<file path="src/rtl/clk_div_pkg.sv">
// Shared constants and clamp helpers for the clock-enable divider bank.
// clamp_hi exists only when CLK_DIV_BANK_DUTY_EN is defined.
package clk_div_pkg;

   localparam int unsigned MIN_DIV = 2;
   localparam int          DEF_CW  = 27;
   localparam int unsigned DEF_DIV = 100_000_000;

   // Truncate to the counter width first so the clamp sees what will be stored.
   function automatic logic [31:0] clamp_div(input logic [31:0] value, input int width);
      logic [31:0] mask;
      logic [31:0] v;
      mask = (width >= 32) ? 32'hFFFF_FFFF : ((32'd1 << width) - 32'd1);
      v    = value & mask;
      return (v < MIN_DIV) ? MIN_DIV : v;
   endfunction

`ifdef CLK_DIV_BANK_DUTY_EN
   function automatic logic [31:0] clamp_hi(input logic [31:0] hi, input logic [31:0] div);
      if (hi < 32'd1)
         return 32'd1;
      else if (hi > div - 32'd1)
         return div - 32'd1;
      else
         return hi;
   endfunction
`endif

endpackage

</file>
<file path="src/rtl/clk_div_chan.sv">
// One divider channel: counter, active/pending divisor, registered slow_clk and tick.
// Pending divisor (and high time under CLK_DIV_BANK_DUTY_EN) swaps in only at wrap, or next clock when disabled.
module clk_div_chan
   import clk_div_pkg::*;
#(
   parameter int          CW          = DEF_CW,
   parameter int unsigned DEFAULT_DIV = DEF_DIV
) (
   input  logic          clk,
   input  logic          rst_n,
   input  logic          en,
   input  logic          wr,
   input  logic [CW-1:0] wr_div,
`ifdef CLK_DIV_BANK_DUTY_EN
   input  logic [CW-1:0] wr_hi,
`endif
   output logic          pend,
   output logic          slow_clk,
   output logic          tick
);

   logic [CW-1:0] cnt;
   logic [CW-1:0] div;
   logic [CW-1:0] pend_div;
   logic [CW-1:0] hi;
   logic          wrap;

   assign wrap = (cnt == div - CW'(1));

`ifdef CLK_DIV_BANK_DUTY_EN
   logic [CW-1:0] pend_hi;

   always_ff @(posedge clk or negedge rst_n) begin
      if (!rst_n) begin
         hi      <= CW'(DEFAULT_DIV >> 1);
         pend_hi <= '0;
      end else begin
         if (pend && (!en || wrap))
            hi <= pend_hi;
         if (wr)
            pend_hi <= CW'(clamp_hi(32'(wr_hi), clamp_div(32'(wr_div), CW)));
      end
   end
`else
   assign hi = div >> 1;
`endif

   always_ff @(posedge clk or negedge rst_n) begin
      if (!rst_n) begin
         cnt      <= '0;
         div      <= CW'(DEFAULT_DIV);
         pend_div <= '0;
         pend     <= 1'b0;
         slow_clk <= 1'b0;
         tick     <= 1'b0;
      end else begin
         tick <= 1'b0;
         if (en) begin
            tick     <= wrap;
            slow_clk <= (cnt < hi);
            if (wrap) begin
               cnt <= '0;
               if (pend) begin
                  div  <= pend_div;
                  pend <= 1'b0;
               end
            end else begin
               cnt <= cnt + CW'(1);
            end
         end else if (pend) begin
            // Idle channel: take the new divisor now and restart the period.
            cnt  <= '0;
            div  <= pend_div;
            pend <= 1'b0;
         end
         // wr is only raised while pend is clear, so it never races the apply above.
         if (wr) begin
            pend     <= 1'b1;
            pend_div <= CW'(clamp_div(32'(wr_div), CW));
         end
      end
   end

endmodule

</file>
<file path="src/rtl/clk_div_bank.sv">
// NCH-channel programmable clock-enable generator with a valid/ready divisor write port.
// Optional per-channel duty (cfg_hi) when CLK_DIV_BANK_DUTY_EN is defined.
module clk_div_bank
   import clk_div_pkg::*;
#(
   parameter int          NCH         = 4,
   parameter int          CW          = DEF_CW,
   parameter int unsigned DEFAULT_DIV = DEF_DIV
) (
   input  logic                                  clk,
   input  logic                                  rst_n,
   input  logic [NCH-1:0]                        en,
   input  logic                                  cfg_valid,
   output logic                                  cfg_ready,
   input  logic [(NCH > 1 ? $clog2(NCH) : 1)-1:0] cfg_ch,
   input  logic [CW-1:0]                         cfg_div,
`ifdef CLK_DIV_BANK_DUTY_EN
   input  logic [CW-1:0]                         cfg_hi,
`endif
   output logic [NCH-1:0]                        slow_clk,
   output logic [NCH-1:0]                        tick
);

   localparam int CHW = (NCH > 1) ? $clog2(NCH) : 1;

   logic [NCH-1:0] pend;
   logic [NCH-1:0] wr;

   // Unmatched channel numbers leave ready high and no strobe, so the write is dropped.
   always_comb begin
      cfg_ready = 1'b1;
      wr        = '0;
      for (int i = 0; i < NCH; i++) begin
         if (cfg_ch == CHW'(i)) begin
            cfg_ready = !pend[i];
            wr[i]     = cfg_valid && !pend[i];
         end
      end
   end

   for (genvar i = 0; i < NCH; i++) begin : g_ch
      clk_div_chan #(
         .CW          (CW),
         .DEFAULT_DIV (DEFAULT_DIV)
      ) u_chan (
         .clk      (clk),
         .rst_n    (rst_n),
         .en       (en[i]),
         .wr       (wr[i]),
         .wr_div   (cfg_div),
`ifdef CLK_DIV_BANK_DUTY_EN
         .wr_hi    (cfg_hi),
`endif
         .pend     (pend[i]),
         .slow_clk (slow_clk[i]),
         .tick     (tick[i])
      );
   end

endmodule

</file>
<file path="config.mk">
export PLATFORM = sky130hd
export DESIGN_NAME = clk_div_bank
export DESIGN_NICKNAME = d
export VERILOG_FILES = /design/src/rtl/clk_div_pkg.sv /design/src/rtl/clk_div_chan.sv /design/src/rtl/clk_div_bank.sv
export SDC_FILE = /design/constraint.sdc
export NUM_CORES = 1
export LEC_CHECK = 0
export CAP_MARGIN = 20
export CELL_PAD_IN_SITES_DETAIL_PLACEMENT = 0
export CELL_PAD_IN_SITES_GLOBAL_PLACEMENT = 2
export CORE_AREA = 2 2 224 226
export CTS_CLUSTER_SIZE = 14
export DETAILED_ROUTE_END_ITERATION = 16
export DIE_AREA = 0 0 226 228
export PLACE_DENSITY = 0.89
export SETUP_SLACK_MARGIN = 0.3
export SLEW_MARGIN = 40
export SYNTH_ARGS = -nofsm -noshare
export SYNTH_HDL_FRONTEND = slang
export SYNTH_SLANG_ARGS = --single-unit
</file>
<file path="constraint.sdc">
create_clock -name clk -period 4.6 [get_ports clk]
set_input_delay 0.46 -clock clk [delete_from_list [all_inputs] [get_ports clk]]
set_output_delay 0.46 -clock clk [all_outputs]
set_load 0.1 [all_outputs]
</file>
==> flow_results.org <==
** Critical path
- Worst setup path category :: flip-flop to flip-flop
- STA puts the critical path data required time at 5.04 ns.
- Element type at the critical path end :: flip-flop
- Data on the critical path arrives at its endpoint at 4.38 ns.
- STA classifies the critical path startpoint as a flip-flop.
- CP Max Fanout :: 27

** Timing
- Pins Over Slew Limit :: 0
- Final count of negative-setup-slack endpoints :: 0
- Period utilisation layout :: 0.857
- The final hold violation count came to 0.
- Total Negative Setup Slacks :: 0 ns
- Setup repair after global routing missed its margin :: false
- Remaining max-slew budget at the tightest pin :: 0.458
- On the final layout, the worst clock skew is 0.0202 ns.
- Highest achievable clock rate :: 254 MHz
- Actual transition at the worst max-transition pin :: 0.810 ns
- Period minus WS final :: 3.94 ns

** Layout
- Proportion of layout cells with a drive suffix above 1 :: 0.160
- Inserted Diodes :: 0
- Commonest non-fill, non-tap cell in the layout :: sky130_fd_sc_hd__dfrtp_1
- The area growth from synthesis to layout is 11.6%.
- Commonest cells after routing, fill and taps aside :: 288 x sky130_fd_sc_hd__dfrtp_1, 156 x sky130_fd_sc_hd__mux2_2, 150 x sky130_fd_sc_hd__nor2_1
- Finished Core Util :: 0.462
- Non-filler instance count after layout :: 2727
- Fill cells in the final layout number 4601.
- Final-stage net count :: 2169

** Floorplanning
- Number of placement rows :: 82
- Placeable core area :: 49300 sq um
- The die covers 51500 sq um.
- In this run the horizontal extent of the chip is 226 um.
- Die outline height :: 228 um
- Top Ports :: 45
- Initial Utilization :: 0.414

** Clocking
- Clock edge transition at the registers on the reported setup and hold paths :: 0.06 ns
- CTS placed an instance of sky130_fd_sc_hd__clkbuf_16 at the clock tree root.
- In this run the post-CTS setup repair buffer count came out at 0.
- TritonCTS clock tree :: yes
- Number of buffers on the longest clock path :: 3
- The H-tree was split into 2 levels.
- The clock drives 336 sinks.
- The later pin in the worst-skew pair is clocked with a latency of 0.56 ns.
- Number of buffers created by CTS :: 38

** Outcome
- The run finished with clean final reports.

** Logic synthesis
- Portion of the post-synthesis area used by sequential elements :: 0.415
- Synthesis produced a netlist with a net count of 2142.
- Number of synthesized register bits :: 336
- The synthesized design contains 0 enable-type register cells.
- Sorting the synthesized cells by area gives the leading types as sky130_fd_sc_hd__dfrtp_1 35%, sky130_fd_sc_hd__mux2_2 8.6%, sky130_fd_sc_hd__ha_1 6.6%.
- Flip-flop cell with the highest count after synthesis :: sky130_fd_sc_hd__dfrtp_1
- Counting every instance in the synthesized netlist gives 1998.
- The number of different library cells used by synthesis comes to 80.
- After synthesis, the share of flip-flops with an asynchronous set or reset is 1.00.
- Fraction of synthesized cell area taken by the top area cell type :: 0.353
- Mean instance size in the synthesized netlist :: 10.2 sq um
- Mapped Area :: 20400 sq um
- Summed over all instances, the cell type with the most area after synthesis is sky130_fd_sc_hd__dfrtp_1.
- Warning count from the yosys run :: 0

** Power and ir drop
- Sequential power share :: 0.420
- Max VDD drop :: 0.000258 V
- Switching Fraction :: 0.360
- The analysis attributes to net switching a power of 0.00417 W.
- Clock power share :: 0.272
- Power spread over the standard cell area amounts to 510 nW/um^2.
- Total leakage power :: 9.96 nW
- Combinational group share of total power :: 0.308
- Internal power consumption :: 0.00744 W

** Global routing
- Grt ovf :: 0
- Via count of the first global-routing pass :: 15200
- Global-route total usage across every layer :: 0.202
- The first global-routing pass estimated 83200 um of wire.
- Antenna violations before repair :: 4
- Maximum number of pins on one net before global-route repair :: 107

** Drt
- Length of routed met2 wiring :: 23500 um
- DRC Markers :: 0
- The detailed router placed 15000 vias in this run.
- The count of nets left with antenna violations once routing finished came out at 0.
- Max layer used :: met5
- Wire segments on met3 add up to 2660 um in the final route.
- After the first detailed-routing iteration, the DRC count stood at 937.
- The routed design has 50700 um of wire.
- After detailed routing, the wire length on met1 is 23700 um.
- After detailed routing, the average wire length per cell comes to 18.6 um.
- The first detailed-routing pass ran for 6 iterations.
- Dividing the detail-routed via count by the number of cells gives 5.48.

** Place
- After detailed placement, the design holds a cell count of 2656.
- Routability-driven placement finished with a final weighted congestion of 0.919.
- Number of input and output port buffers inserted :: 44
- Placed wire-length estimate after detailed placement :: 37100 um

** Run
- Max-cap violation count :: 0

** Min path
- Hold crit path type :: flip-flop to flip-flop
layer usage:
layer / vias up / track usage
li1: 7199 / -
met1: 7426 / 0.278
met2: 257 / 0.326
met3: 67 / 0.0430
met4: 2 / 0.0428
met5: - / 0.00569
registers in the layout, summed over array words and instances, names as in the netlist:
name,count
g_ch.u_chan.slow_clk,4
g_ch.u_chan.pend_div,108
g_ch.u_chan.div,108
g_ch.u_chan.tick,4
g_ch.u_chan.cnt,108
g_ch.u_chan.pend,4
power by group through the flow:
stage          logic (W)  clock network [W]  registers, W
2_1_floorplan    0.00294                  0       0.00447
3_3_place_gp     0.00346                  0       0.00491
3_5_place_dp     0.00356                  0       0.00494
4_1_cts          0.00358            0.00323       0.00488
5_1_grt          0.00406            0.00337       0.00503
6_report         0.00358            0.00316       0.00488
metrics by stage:
step / setup WS, ns / instance area [sq um] / total power [W] / hold slack [ns]
5_1_grt: 0.329 / 22800 / 0.0125 / 0.498
6_report: 0.659 / 22800 / 0.0116 / 0.477
3_5_place_dp: 0.557 / 21500 / 0.00849 / 0.469
3_3_place_gp: 0.728 / 21500 / 0.00837 / 0.461
2_1_floorplan: 1.14 / 20400 / 0.00741 / 0.164
4_1_cts: 0.523 / 22800 / 0.0117 / 0.484
synth_stat cells (all sizes together), types with 3 or more instances:
| cell type | instances |
|---|---|
| or3 | 13 |
| o31a | 4 |
| a211oi | 32 |
| o2111ai | 4 |
| inv | 130 |
| nor3 | 56 |
| mux2 | 211 |
| nor3b | 6 |
| o31ai | 5 |
| mux2i | 12 |
| dfstp | 48 |
| a22o | 4 |
| nor2b | 15 |
| nand2b | 23 |
| or3b | 3 |
| nand3 | 55 |
| a211o | 13 |
| buf | 26 |
| a21oi | 43 |
| and4b | 3 |
| xor2 | 120 |
| a31oi | 13 |
| o22ai | 8 |
| nor4 | 56 |
| nor4b | 7 |
| nand4 | 67 |
| a21o | 37 |
| ha | 108 |
| nor2 | 150 |
| dfrtp | 288 |
| or2 | 9 |
| nand2 | 101 |
| or4 | 17 |
| o21a | 4 |
| and3 | 27 |
| o21ai | 58 |
| a2111oi | 6 |
| clkbuf | 50 |
| o211ai | 10 |
| and2 | 5 |
| nand4b | 5 |
| xnor2 | 105 |
| and4 | 9 |
path summary, 6_finish.rpt:
| check | depth (start not counted) | from | slack (ns) | end |
|---|---|---|---|---|
| hold / removal | 1 | g_ch[2].u_chan.pend_div[21] | 0.48 | g_ch[2].u_chan.div[21] |
| min in group asynchronous | 2 | rst_n | 0.51 | g_ch[2].u_chan.cnt[2] |
| max in group asynchronous | 3 | rst_n | 3.01 | g_ch[0].u_chan.slow_clk |
| setup reg to reg | 9 | g_ch[3].u_chan.div[6] | 0.66 | g_ch[3].u_chan.div[25] |
| hold reg to reg | 1 | g_ch[2].u_chan.pend_div[21] | 0.48 | g_ch[2].u_chan.div[21] |
| setup / recovery | 9 | g_ch[3].u_chan.div[6] | 0.66 | g_ch[3].u_chan.div[25] |
area by class of cell:
| cell class | instances | area [sq um] | area share |
|---|---|---|---|
| Sequential cell | 336 | 8470 | 0.372 |
| Clock buffer | 55 | 1130 | 0.0495 |
| Tap cell | 672 | 841 | 0.0369 |
| Multi-Input combinational cell | 1455 | 11100 | 0.488 |
| Timing Repair Buffer | 63 | 573 | 0.0251 |
| Inverter | 131 | 492 | 0.0216 |
| Clock inverter | 15 | 165 | 0.00725 |
logic make-up after synthesis:
group	after synthesis	synth area share
AND/OR/NAND/NOR	635	0.169
adder cells (fa/ha/maj)	109	0.0667
AO/OA/AOI/OAI	261	0.0870
buffers and inverters	207	0.0414
multiplexers	224	0.123
XOR/XNOR	226	0.0977
flip-flops	336	0.415
worst max-delay path: stages, from the launching register on:
cell and delay [ns]:
sky130_fd_sc_hd__dfrtp_1 0.51, sky130_fd_sc_hd__or4_1 0.70, sky130_fd_sc_hd__or4_4 0.62, sky130_fd_sc_hd__nor4_1 0.25, sky130_fd_sc_hd__xnor2_1 0.19, sky130_fd_sc_hd__nor4bb_1 0.29
sky130_fd_sc_hd__nand4_1 0.16, sky130_fd_sc_hd__o21ai_2 0.19, sky130_fd_sc_hd__nand2_2 0.41, sky130_fd_sc_hd__mux2_1 0.48
timing repair:
| item | in CTS | in global routing |
|---|---|---|
| endpoints found under the setup margin | 0 | 9 |
| resized for setup | 0 | 2 |
| hold buffers | 1 | 0 |
| hold endpoints to repair | 77 | 0 |
No activity file was read; power rests on OpenSTA's default activity.
